==> src/rtl/mix_pkg.sv <==
`default_nettype none
// mix_pkg: state encoding, accumulator sizing and sample/frame helpers shared by the mixer.
package mix_pkg;

  typedef enum logic [2:0] {
    ST_IDLE  = 3'd0,
    ST_LEN   = 3'd1,
    ST_FETCH = 3'd2,
    ST_OUT   = 3'd3,
    ST_REC   = 3'd4,
    ST_FIN   = 3'd5
  } mix_state_t;

  function automatic int acc_width(input int smp_w, input int gain_w, input int n_track);
    return smp_w + gain_w + $clog2(n_track);
  endfunction

  function automatic logic signed [63:0] sat_smp(input logic signed [63:0] v, input int w);
    logic signed [63:0] hi;
    logic signed [63:0] lo;
    hi = (64'sd1 <<< (w - 1)) - 64'sd1;
    lo = -(64'sd1 <<< (w - 1));
    if (v > hi) return hi;
    if (v < lo) return lo;
    return v;
  endfunction

  // Frames are {L,R} with L in the upper half; helpers work on a 64-bit carrier.
  function automatic logic [63:0] frame_hi(input logic [63:0] word, input int w);
    return (word >> w) & ((64'd1 << w) - 64'd1);
  endfunction

  function automatic logic [63:0] frame_lo(input logic [63:0] word, input int w);
    return word & ((64'd1 << w) - 64'd1);
  endfunction

  function automatic logic [63:0] frame_pack(input logic [63:0] hi, input logic [63:0] lo,
                                             input int w);
    return (hi << w) | (lo & ((64'd1 << w) - 64'd1));
  endfunction

endpackage
`default_nettype wire

==> src/rtl/mix_chan_mac.sv <==
`default_nettype none
// mix_chan_mac: one channel of gain multiply, frame accumulation and output saturation.
module mix_chan_mac
  import mix_pkg::*;
#(
  parameter int SMP_W  = 16,
  parameter int GAIN_W = 8,
  parameter int ACC_W  = 27
) (
  input  logic                    clk,
  input  logic                    rst,
  input  logic                    clr,
  input  logic                    acc_en,
  input  logic signed [SMP_W-1:0] smp,
  input  logic [GAIN_W-1:0]       gain,
  output logic signed [SMP_W-1:0] sat
);
  localparam int PW = SMP_W + GAIN_W + 1;

  logic signed [PW-1:0]    prod;
  logic signed [PW-1:0]    shifted;
  logic signed [ACC_W-1:0] acc;

  // Gain is unsigned; a zero top bit keeps the product signed; >>> floors toward -inf.
  always_comb begin
    prod    = PW'(smp) * PW'($signed({1'b0, gain}));
    shifted = prod >>> (GAIN_W - 1);
    sat     = SMP_W'(sat_smp(64'(acc), SMP_W));
  end

  always_ff @(posedge clk or posedge rst) begin
    if (rst) begin
      acc <= '0;
    end else if (clr) begin
      acc <= '0;
    end else if (acc_en) begin
      acc <= acc + ACC_W'(shifted);
    end
  end

endmodule
`default_nettype wire

==> src/rtl/mix_engine.sv <==
`default_nettype none
// mix_engine: N-track SDRAM stream mixer with per-track gain, saturating sum,
// zero-order-hold audio output and optional record-back as a length-prefixed track.
module mix_engine
  import mix_pkg::*;
#(
  parameter int N_TRACK = 8,
  parameter int ADDR_W  = 23,
  parameter int SMP_W   = 16,
  parameter int GAIN_W  = 8,
  parameter int REPEAT  = 2
) (
  input  logic                              i_clk,
  input  logic                              i_rst,
  input  logic                              i_start,
  input  logic                              i_stop,
  input  logic [N_TRACK-1:0]                i_track_en,
  input  logic [N_TRACK-1:0][ADDR_W-1:0]    i_track_base,
  input  logic [N_TRACK-1:0][GAIN_W-1:0]    i_gain,
  input  logic                              i_rec_en,
  input  logic [ADDR_W-1:0]                 i_rec_base,
  output logic                              o_busy,
  output logic                              o_done,
  output logic                              o_mem_read,
  output logic                              o_mem_write,
  output logic [ADDR_W-1:0]                 o_mem_addr,
  output logic [2*SMP_W-1:0]                o_mem_wdata,
  input  logic [2*SMP_W-1:0]                i_mem_rdata,
  input  logic                              i_mem_done,
  output logic                              o_aud_valid,
  output logic [2*SMP_W-1:0]                o_aud_data,
  input  logic                              i_aud_ready
);
  localparam int DW    = 2 * SMP_W;
  localparam int ACC_W = acc_width(SMP_W, GAIN_W, N_TRACK);
  localparam int IDX_W = (N_TRACK > 1) ? $clog2(N_TRACK) : 1;
  localparam int REP_W = (REPEAT > 1) ? $clog2(REPEAT) : 1;
  localparam logic [ADDR_W-1:0] ADDR_ONE = ADDR_W'(1);

  mix_state_t                     state;
  logic [N_TRACK-1:0]             en;
  logic [N_TRACK-1:0]             live;
  logic [N_TRACK-1:0][ADDR_W-1:0] base;
  logic [N_TRACK-1:0][ADDR_W-1:0] ptr;
  logic [N_TRACK-1:0][ADDR_W-1:0] end_addr;
  logic                           rec_en;
  logic [ADDR_W-1:0]              rec_base;
  logic [ADDR_W-1:0]              rec_cnt;
  logic                           stop_pend;
  logic                           fresh;
  logic [IDX_W-1:0]               cur;
  logic [REP_W-1:0]               rep;
  logic [IDX_W:0]                 first_en;
  logic [IDX_W:0]                 next_en;
  logic [IDX_W:0]                 first_live;
  logic [IDX_W:0]                 next_live;
  logic signed [SMP_W-1:0]        smp_l;
  logic signed [SMP_W-1:0]        smp_r;
  logic signed [SMP_W-1:0]        sat_l;
  logic signed [SMP_W-1:0]        sat_r;
  logic                           fetch_done;
  logic                           mac_clr;

  // Returns {found, index} of the lowest set bit of m at or above position from.
  function automatic logic [IDX_W:0] find_from(input logic [N_TRACK-1:0] m, input int from);
    logic [IDX_W:0] r;
    r = '0;
    for (int t = N_TRACK - 1; t >= 0; t--) begin
      if (m[t] && t >= from) r = {1'b1, IDX_W'(t)};
    end
    return r;
  endfunction

  // A track stays live until its read pointer reaches the end address.
  for (genvar t = 0; t < N_TRACK; t++) begin : g_live
    assign live[t] = en[t] && (ptr[t] != end_addr[t]);
  end

  always_comb begin
    first_en   = find_from(i_track_en, 0);
    next_en    = find_from(en, int'(cur) + 1);
    first_live = find_from(live, 0);
    next_live  = find_from(live, int'(cur) + 1);
  end

  assign smp_l      = SMP_W'(frame_hi(64'(i_mem_rdata), SMP_W));
  assign smp_r      = SMP_W'(frame_lo(64'(i_mem_rdata), SMP_W));
  assign fetch_done = (state == ST_FETCH) && !fresh && o_mem_read && i_mem_done;
  assign mac_clr    = (state == ST_FETCH) && fresh;

  mix_chan_mac #(.SMP_W(SMP_W), .GAIN_W(GAIN_W), .ACC_W(ACC_W)) u_mac_l (
    .clk(i_clk), .rst(i_rst), .clr(mac_clr), .acc_en(fetch_done),
    .smp(smp_l), .gain(i_gain[cur]), .sat(sat_l)
  );

  mix_chan_mac #(.SMP_W(SMP_W), .GAIN_W(GAIN_W), .ACC_W(ACC_W)) u_mac_r (
    .clk(i_clk), .rst(i_rst), .clr(mac_clr), .acc_en(fetch_done),
    .smp(smp_r), .gain(i_gain[cur]), .sat(sat_r)
  );

  always_ff @(posedge i_clk or posedge i_rst) begin
    if (i_rst) begin
      state       <= ST_IDLE;
      en          <= '0;
      base        <= '0;
      ptr         <= '0;
      end_addr    <= '0;
      rec_en      <= 1'b0;
      rec_base    <= '0;
      rec_cnt     <= '0;
      stop_pend   <= 1'b0;
      fresh       <= 1'b0;
      cur         <= '0;
      rep         <= '0;
      o_busy      <= 1'b0;
      o_done      <= 1'b0;
      o_mem_read  <= 1'b0;
      o_mem_write <= 1'b0;
      o_mem_addr  <= '0;
      o_mem_wdata <= '0;
      o_aud_valid <= 1'b0;
      o_aud_data  <= '0;
    end else begin
      o_done <= 1'b0;
      if (o_busy && i_stop) stop_pend <= 1'b1;

      case (state)
        ST_IDLE: begin
          if (i_start) begin
            en        <= i_track_en;
            base      <= i_track_base;
            rec_en    <= i_rec_en;
            rec_base  <= i_rec_base;
            ptr       <= '0;
            end_addr  <= '0;
            rec_cnt   <= '0;
            stop_pend <= 1'b0;
            cur       <= first_en[IDX_W-1:0];
            if (first_en[IDX_W]) begin
              o_busy <= 1'b1;
              state  <= ST_LEN;
            end else begin
              o_done <= 1'b1;
            end
          end
        end

        ST_LEN: begin
          if (!o_mem_read) begin
            o_mem_read <= 1'b1;
            o_mem_addr <= base[cur];
          end else if (i_mem_done) begin
            o_mem_read    <= 1'b0;
            ptr[cur]      <= base[cur] + ADDR_ONE;
            end_addr[cur] <= base[cur] + ADDR_ONE + i_mem_rdata[ADDR_W-1:0];
            if (next_en[IDX_W]) begin
              cur <= next_en[IDX_W-1:0];
            end else begin
              state <= ST_FETCH;
              fresh <= 1'b1;
            end
          end
        end

        // The fresh cycle is the frame boundary: decide to finish or clear and restart.
        ST_FETCH: begin
          if (fresh) begin
            fresh <= 1'b0;
            if (stop_pend || !first_live[IDX_W]) state <= ST_FIN;
            else cur <= first_live[IDX_W-1:0];
          end else if (!o_mem_read) begin
            o_mem_read <= 1'b1;
            o_mem_addr <= ptr[cur];
          end else if (i_mem_done) begin
            o_mem_read <= 1'b0;
            ptr[cur]   <= ptr[cur] + ADDR_ONE;
            if (next_live[IDX_W]) cur <= next_live[IDX_W-1:0];
            else state <= ST_OUT;
          end
        end

        ST_OUT: begin
          if (!o_aud_valid) begin
            o_aud_valid <= 1'b1;
            o_aud_data  <= DW'(frame_pack(64'(sat_l), 64'(sat_r), SMP_W));
            rep         <= '0;
          end else if (i_aud_ready) begin
            if (int'(rep) == REPEAT - 1) begin
              o_aud_valid <= 1'b0;
              if (rec_en) begin
                state <= ST_REC;
              end else begin
                state <= ST_FETCH;
                fresh <= 1'b1;
              end
            end else begin
              rep <= rep + REP_W'(1);
            end
          end
        end

        ST_REC: begin
          if (!o_mem_write) begin
            o_mem_write <= 1'b1;
            o_mem_addr  <= rec_base + ADDR_ONE + rec_cnt;
            o_mem_wdata <= o_aud_data;
          end else if (i_mem_done) begin
            o_mem_write <= 1'b0;
            rec_cnt     <= rec_cnt + ADDR_ONE;
            state       <= ST_FETCH;
            fresh       <= 1'b1;
          end
        end

        ST_FIN: begin
          if (rec_en && !o_mem_write) begin
            o_mem_write <= 1'b1;
            o_mem_addr  <= rec_base;
            o_mem_wdata <= DW'(rec_cnt);
          end else if (!rec_en || i_mem_done) begin
            o_mem_write <= 1'b0;
            o_done      <= 1'b1;
            o_busy      <= 1'b0;
            state       <= ST_IDLE;
          end
        end

        default: state <= ST_IDLE;
      endcase
    end
  end

endmodule
`default_nettype wire
==> config.mk <==
export PLATFORM = sky130hd
export DESIGN_NAME = mix_engine
export DESIGN_NICKNAME = d
export VERILOG_FILES = /design/src/rtl/mix_pkg.sv /design/src/rtl/mix_chan_mac.sv /design/src/rtl/mix_engine.sv
export SDC_FILE = /design/constraint.sdc
export NUM_CORES = 2
export LEC_CHECK = 0
export CAP_MARGIN = 20
export CORE_MARGIN = 3
export CORE_UTILIZATION = 25
export DETAILED_ROUTE_END_ITERATION = 16
export PLACE_DENSITY_LB_ADDON = 0.12
export SETUP_SLACK_MARGIN = 0.1
export SLEW_MARGIN = 20
export SYNTH_ARGS = -nofsm -noshare
export SYNTH_HDL_FRONTEND = slang
export SYNTH_HIERARCHICAL = 1
export SYNTH_SLANG_ARGS = --single-unit
==> constraint.sdc <==
create_clock -name i_clk -period 52.7 [get_ports i_clk]
set_input_delay 5.27 -clock i_clk [delete_from_list [all_inputs] [get_ports i_clk]]
set_output_delay 5.27 -clock i_clk [all_outputs]
set_load 0.05 [all_outputs]
# Yosys cells after proc, flatten, opt, wreduce, memory -nomap -nowiden

Index checks and enable logic that the tools add are counted.
Widths: inputs -> output; s select.

Bits in read-only memories: 0
Logic and storage cells: 323
Bits in registers: 762
Latch bits: 0
Bits in writable memories: 0
Input port bits: 318
Memories: 0

Equal/unequal tests: 42
$mul: 2
Multiplexer cells: 149
Shift operators: 0
Reduce and logical (&&, ||, !) cells: 61
Bitwise gates (word level): 2
Magnitude comparators: 14
Add/sub/neg operators: 10
Divide/modulo/power cells: 0

Operators by type and width:

| kind                  | count |
|---|---|
| $mux 184              | 8 |
| $bwmux 184            | 3 |
| $pmux 184 s3          | 1 |
| $pmux 184 s2          | 1 |
| $mux 23               | 11 |
| $ne 23x23->1          | 8 |
| $bmux 23 s3           | 2 |
| $mux 16               | 8 |
| $mux 4                | 32 |
| $mux 27               | 4 |
| $add 23x1->23 const B | 4 |
| $pmux 23 s4           | 1 |
| $mux 3                | 27 |
| $demux 23 s3          | 1 |
| $mux 32               | 2 |
| $pmux 32 s2           | 1 |
| $add 27x18->27        | 2 |
| $gt 27x16->1 const B  | 2 |
| $lt 27x16->1 const B  | 2 |
| $mul 16x9->25         | 2 |
| $add 23x23->23        | 2 |
| $pmux 23 s2           | 1 |
| $ne 2x2->1 const B    | 21 |
| $mux 1                | 37 |
| other kinds (37)      | 97 |

# Longest topological paths before layout

Depth in word-level cells: 16
Depth in mapped cells: 43
Depth with buffers taken out: 34

# Cells and area by module

The synthesis kept the hierarchy.

Modules (own cells, without submodules):

| module                 | area each (um2) | sequential area each (um2) | cells an instance | instances |
|---|---|---|---|---|
| mix_engine             | 36796.5         | 17717.0                    | 3834              | 1 |
| mix_chan_mac (u_mac_r) | 7004.2          | 675.6                      | 830               | 1 |
| mix_chan_mac (u_mac_l) | 6886.6          | 675.6                      | 806               | 1 |

# Worst setup path after synthesis

No wires, ideal clock.

Path type: input-to-reg
Start point: input i_gain[53] (netlist name)
End point: register u_mac_l.acc[26]
Stages: 31
Buffers on the path: 1
Data arrival time: 12.583 ns
Setup slack: 39.989 ns
Data required time: 52.572 ns
Cells stage by stage: mux2_2 > a221oi_1 > a21oi_1 > a221o_1 > clkbuf_1 > and2_1 > fa_1 > fa_1 > fa_1 > inv_1 > fa_1 > inv_1 > ha_1 > a21o_1 > a21o_1 > a22o_1 > a21o_1 > a311o_1 > and2_2 > o21a_1 > o21a_1 > nor2_1 > xnor2_1 > ha_1 > nand3_1 > a211oi_2 > o21ai_1 > and3_1 > or3_1 > o21ai_1 > mux2_1

Word-level cells in the longest chain between the ends: 6

Ends and longest elaborated chain:

| element                      | line               | text |
|---|---|---|
| start, declared              | mix_engine.sv:19   | `input logic [N_TRACK-1:0][GAIN_W-1:0] i_gain,` |
| $bmux 8 s3                   | mix_engine.sv:93   | `.smp(smp_l), .gain(i_gain[cur]), .sat(sat_l)` |
| $mux 8 (not written as such) | mix_engine.sv:93   |  |
| $mul 16x9->25                | mix_chan_mac.sv:26 | `prod = PW'(smp) * PW'($signed({1'b0, gain}));` |
| $add 27x18->27               | mix_chan_mac.sv:37 | `acc <= acc + ACC_W'(shifted);` |
| $mux 27                      | mix_chan_mac.sv:36 | `end else if (acc_en) begin` |
| $mux 27                      | mix_chan_mac.sv:34 | `end else if (clr) begin` |
| end signal, assigned         | mix_chan_mac.sv:37 |  |
| end, declared                | mix_chan_mac.sv:22 | `logic signed [ACC_W-1:0] acc;` |

No other way between the ends. The select of a mux whose other input is x is not followed.
A chain may end at the register's enable or synchronous reset.

# Worst setup path after layout

Start point: input i_gain[45] (netlist name)
End point: register u_mac_l.acc[26]

Same word-level chain as after synthesis.

==> flow_metrics.py <==
metrics = {
    "outcome": {
        "status": "finished clean",
    },
    "yosys": {
        "ys_types": 116,
        "synth_warnings": 6,
        "synth.cell_area_um2": 50700,
        "syn_inst": 5470,
        "ys.flop_type": "dfrtp_1",
        "async_flop_share_pct": 100,
        "syn_avg_cell_area_um2": 9.27,
        "synth-compound-area-share_pct": 16.0,
        "synth_edf_count": 0,
        "yosysSeqAreaShare_pct": 37.6,
        "synth_area_leaders": "dfrtp_1 38%, fa_1 8.1%, nand2_1 8.0%, ha_1 4.8%, xnor2_1 4.5%",
        "synth_top_area_share_pct": 37.6,
        "synth_xor_area_share_pct": 6.07,
        "synth.net_count": 6189,
        "synth.mux.area_fraction_pct": 4.75,
        "synth_top_cell_by_area": "dfrtp_1",
        "yosys.area_share.simple_pct": 17.6,
        "ys_seq_elements": 762,
        "synth_fa_ha_area_share_pct": 12.9,
        "synth_top_family_by_area": "simple AND/OR/NAND/NOR gates",
    },
    "placement": {
        "gp_congestion": 0.916,
        "hpwl_mm": 173,
        "preCtsSetupSlack_ns": 38.38,
        "port_buffers": 409,
    },
    "finish": {
        "fill_cells": 21200,
        "layout_common_cells": "1081 x nand2_1, 759 x dfrtp_1, 409 x clkdlybuf4s50_1, 349 x inv_1, 319 x nor2_1",
        "syn_to_final_growth_pct": 20.8,
        "regArea_um2": 19100,
        "layout_commonest_cell": "nand2_1",
        "layout-drive-gt1-share_pct": 7.98,
        "multi_input_area_um2": 29400,
        "nets": 6557,
    },
    "sta": {
        "tns_ns": 0,
        "clock_skew_ns": 0.0687,
        "worst_slack_ns": 39.11,
        "hold_viol": 0,
        "setup_viol": 0,
        "slew_headroom_pct": 16.9,
        "maxSlewViolCount": 0,
        "max_slew.worst_pin.slew_ns": 1.24,
        "fin_crit_sh_pct": 25.8,
        "fin_crit_ns": 13.59,
        "rsz0062_at_grt": "no",
        "fmax_ghz": 0.0736,
    },
    "clock_tree": {
        "clk_pin_slew_ns": 0.06,
        "cts_made_buffers": 92,
        "cts_resized": 0,
        "cts.sinks": 762,
        "hold_buffers": 0,
        "cts.path.max_buffers": 3,
        "clock_latency_ns": 0.73,
        "cts_setup_buffers": 0,
        "cts_tree": "built",
        "cts_max_level": 3,
        "cts_root_buf": "clkbuf_16",
    },
    "worst_setup_path": {
        "r2r_cells": 32,
        "worstPathRequired_ns": 53.28,
        "cpPeakStageDelay_ns": 0.62,
        "critPathSlowestCell": "a221o_2",
        "cp_max_fo": 32,
        "r2r_slack_ns": 42.08,
        "worst_setup_path_end_kind": "flip-flop",
        "crit_path_frequent_cell": "fa_1",
        "cp-start-kind": "input pin",
        "path_class": "input pin to flip-flop",
        "arrival_ns": 14.18,
        "reg2reg_to": "u_mac_l/acc[26]$_DFFE_PP0P_",
        "r2r-start": "cur[2]$_DFFE_PP0P_",
    },
    "floorplan": {
        "core_area_um2": 201000,
        "fp.dieH_um": 456,
        "die_x_um": 456,
        "pin_count": 410,
        "row_count": 164,
        "dieArea_um2": 208000,
        "start_util_pct": 25.3,
    },
    "detailed_routing": {
        "detail_route.wl_per_cell_um": 27.0,
        "first_pass_iters": 6,
        "ant_nets": 0,
        "routed_via_density": 5.07,
        "drt-total-wl_mm": 231,
        "post-route-drc-count": 0,
        "vias": 43400,
        "drt_iter0_drc": 3485,
    },
    "hold_path": {
        "holdCritStartpoint": "o_mem_wdata[23]$_DFFE_PP0P_",
        "hold_class": "flip-flop to flip-flop",
        "holdPathStages": 2,
        "whs_endpoint": "o_mem_wdata[23]$_DFFE_PP0P_",
    },
    "global_route": {
        "track_usage_pct": 21.8,
        "grt_pass1_vias": 44500,
        "antenna_found_initial": 17,
        "grt.overflow.total": 0,
        "grt_pass1_wl_mm": 333,
        "grt_max_degree": 203,
    },
    "flow_run": {
        "maxCapViolations": 0,
    },
}
-- critical path: cells and delay by family --
kind	cells	cell delay, ns
adders and majority gates	6	2.80
xor gates and xnor gates	1	0.09
buffers and inverters	3	0.49
and+or+nand+nor	7	1.38
AOI/OAI and AO/OA	13	3.59
muxes	2	0.48
-- how the worst max path moves through the flow --
stage,depth (start not counted),from,to,slack [ns]
3_5_place_dp,31,i_gain[13],u_mac_r/acc[26]$_DFFE_PP0P_,38.38
3_3_place_gp,31,i_gain[45],u_mac_r/acc[26]$_DFFE_PP0P_,37.88
6_report,32,i_gain[45],u_mac_l/acc[26]$_DFFE_PP0P_,39.11
5_1_grt,32,i_gain[13],u_mac_r/acc[26]$_DFFE_PP0P_,38.75
4_1_cts,31,i_gain[13],u_mac_r/acc[26]$_DFFE_PP0P_,39.14
2_1_floorplan,1,i_rst,base[0]$_DFFE_PP0P_,27.57
-- synth_stat cells (14+ instances only) --
cell type,instances
a211oi_1,18
nor3_1,44
nand3_1,82
xor2_1,81
mux4_2,41
and3_1,23
dfrtp_1,762
a21o_1,40
o31ai_1,16
nor2_1,337
ha_1,195
nor2b_1,31
fa_1,206
o22a_1,89
inv_1,351
a221oi_1,33
o21ai_0,247
a21oi_1,274
a22oi_1,42
a31oi_1,45
xnor2_1,262
o221ai_1,18
mux2i_1,75
buf_1,18
o21bai_1,17
a22o_1,130
nand2_1,1081
or3_1,17
nand4_1,59
o21ai_1,22
clkbuf_1,187
nand2b_1,43
o22ai_1,31
nor4_1,26
mux2_2,61
o21a_1,56
and2_1,166
o211ai_1,14
-- flip-flops by register name, summed over array words and instances, names as in the netlist, 8 cells and up --
register,flops
base,184
rec_base,23
en,8
o_mem_wdata,32
o_mem_addr,23
ptr,184
end_addr,184
u_mac_r/acc,27
rec_cnt,23
o_aud_data,32
u_mac_l/acc,27
-- layout make-up --
cell class / count / share of cell area, %
sequential: 762 / 31.2
multi-input combinational: 4106 / 48.1
clock buffer: 135 / 4.40
inverter: 354 / 2.18
antenna: 7 / 0.0286
timing repair buffer: 522 / 8.19
clock inverter: 25 / 0.525
tap: 2656 / 5.43
-- routing by layer --
layer  vias to the layer above  GRT usage, %  wire length [µm]
met5                         -             0               149
met4                        22          10.0             12500
met3                       376          3.38             12100
met2                      1369          36.1            109000
met1                     22100          27.9             97800
li1                      19600             -                 -
-- cell families after synthesis --
logic type	after synthesis
AND/OR/NAND/NOR	1983
AO/OA/AOI/OAI	1195
flip-flops	762
buffers and inverters	602
adder cells (fa/ha/maj)	401
XOR/XNOR	347
multiplexers	180
-- metrics by stage --
stage               area (µm²)  hold slack (ns)  util (%)  std cells
floorplan                50700            0.438         -       5470
global placement         58100            0.450      28.9       8397
detailed placement       58100            0.456      29.0       8398
CTS                      61200            0.469      30.5       8558
global route             61200            0.484      30.5       8560
finish                   61200            0.462      30.5       8567
Power is left out: the tool's default activity adds up to more than one toggle a clock period on the data nets, which glitch-free logic cannot reach.
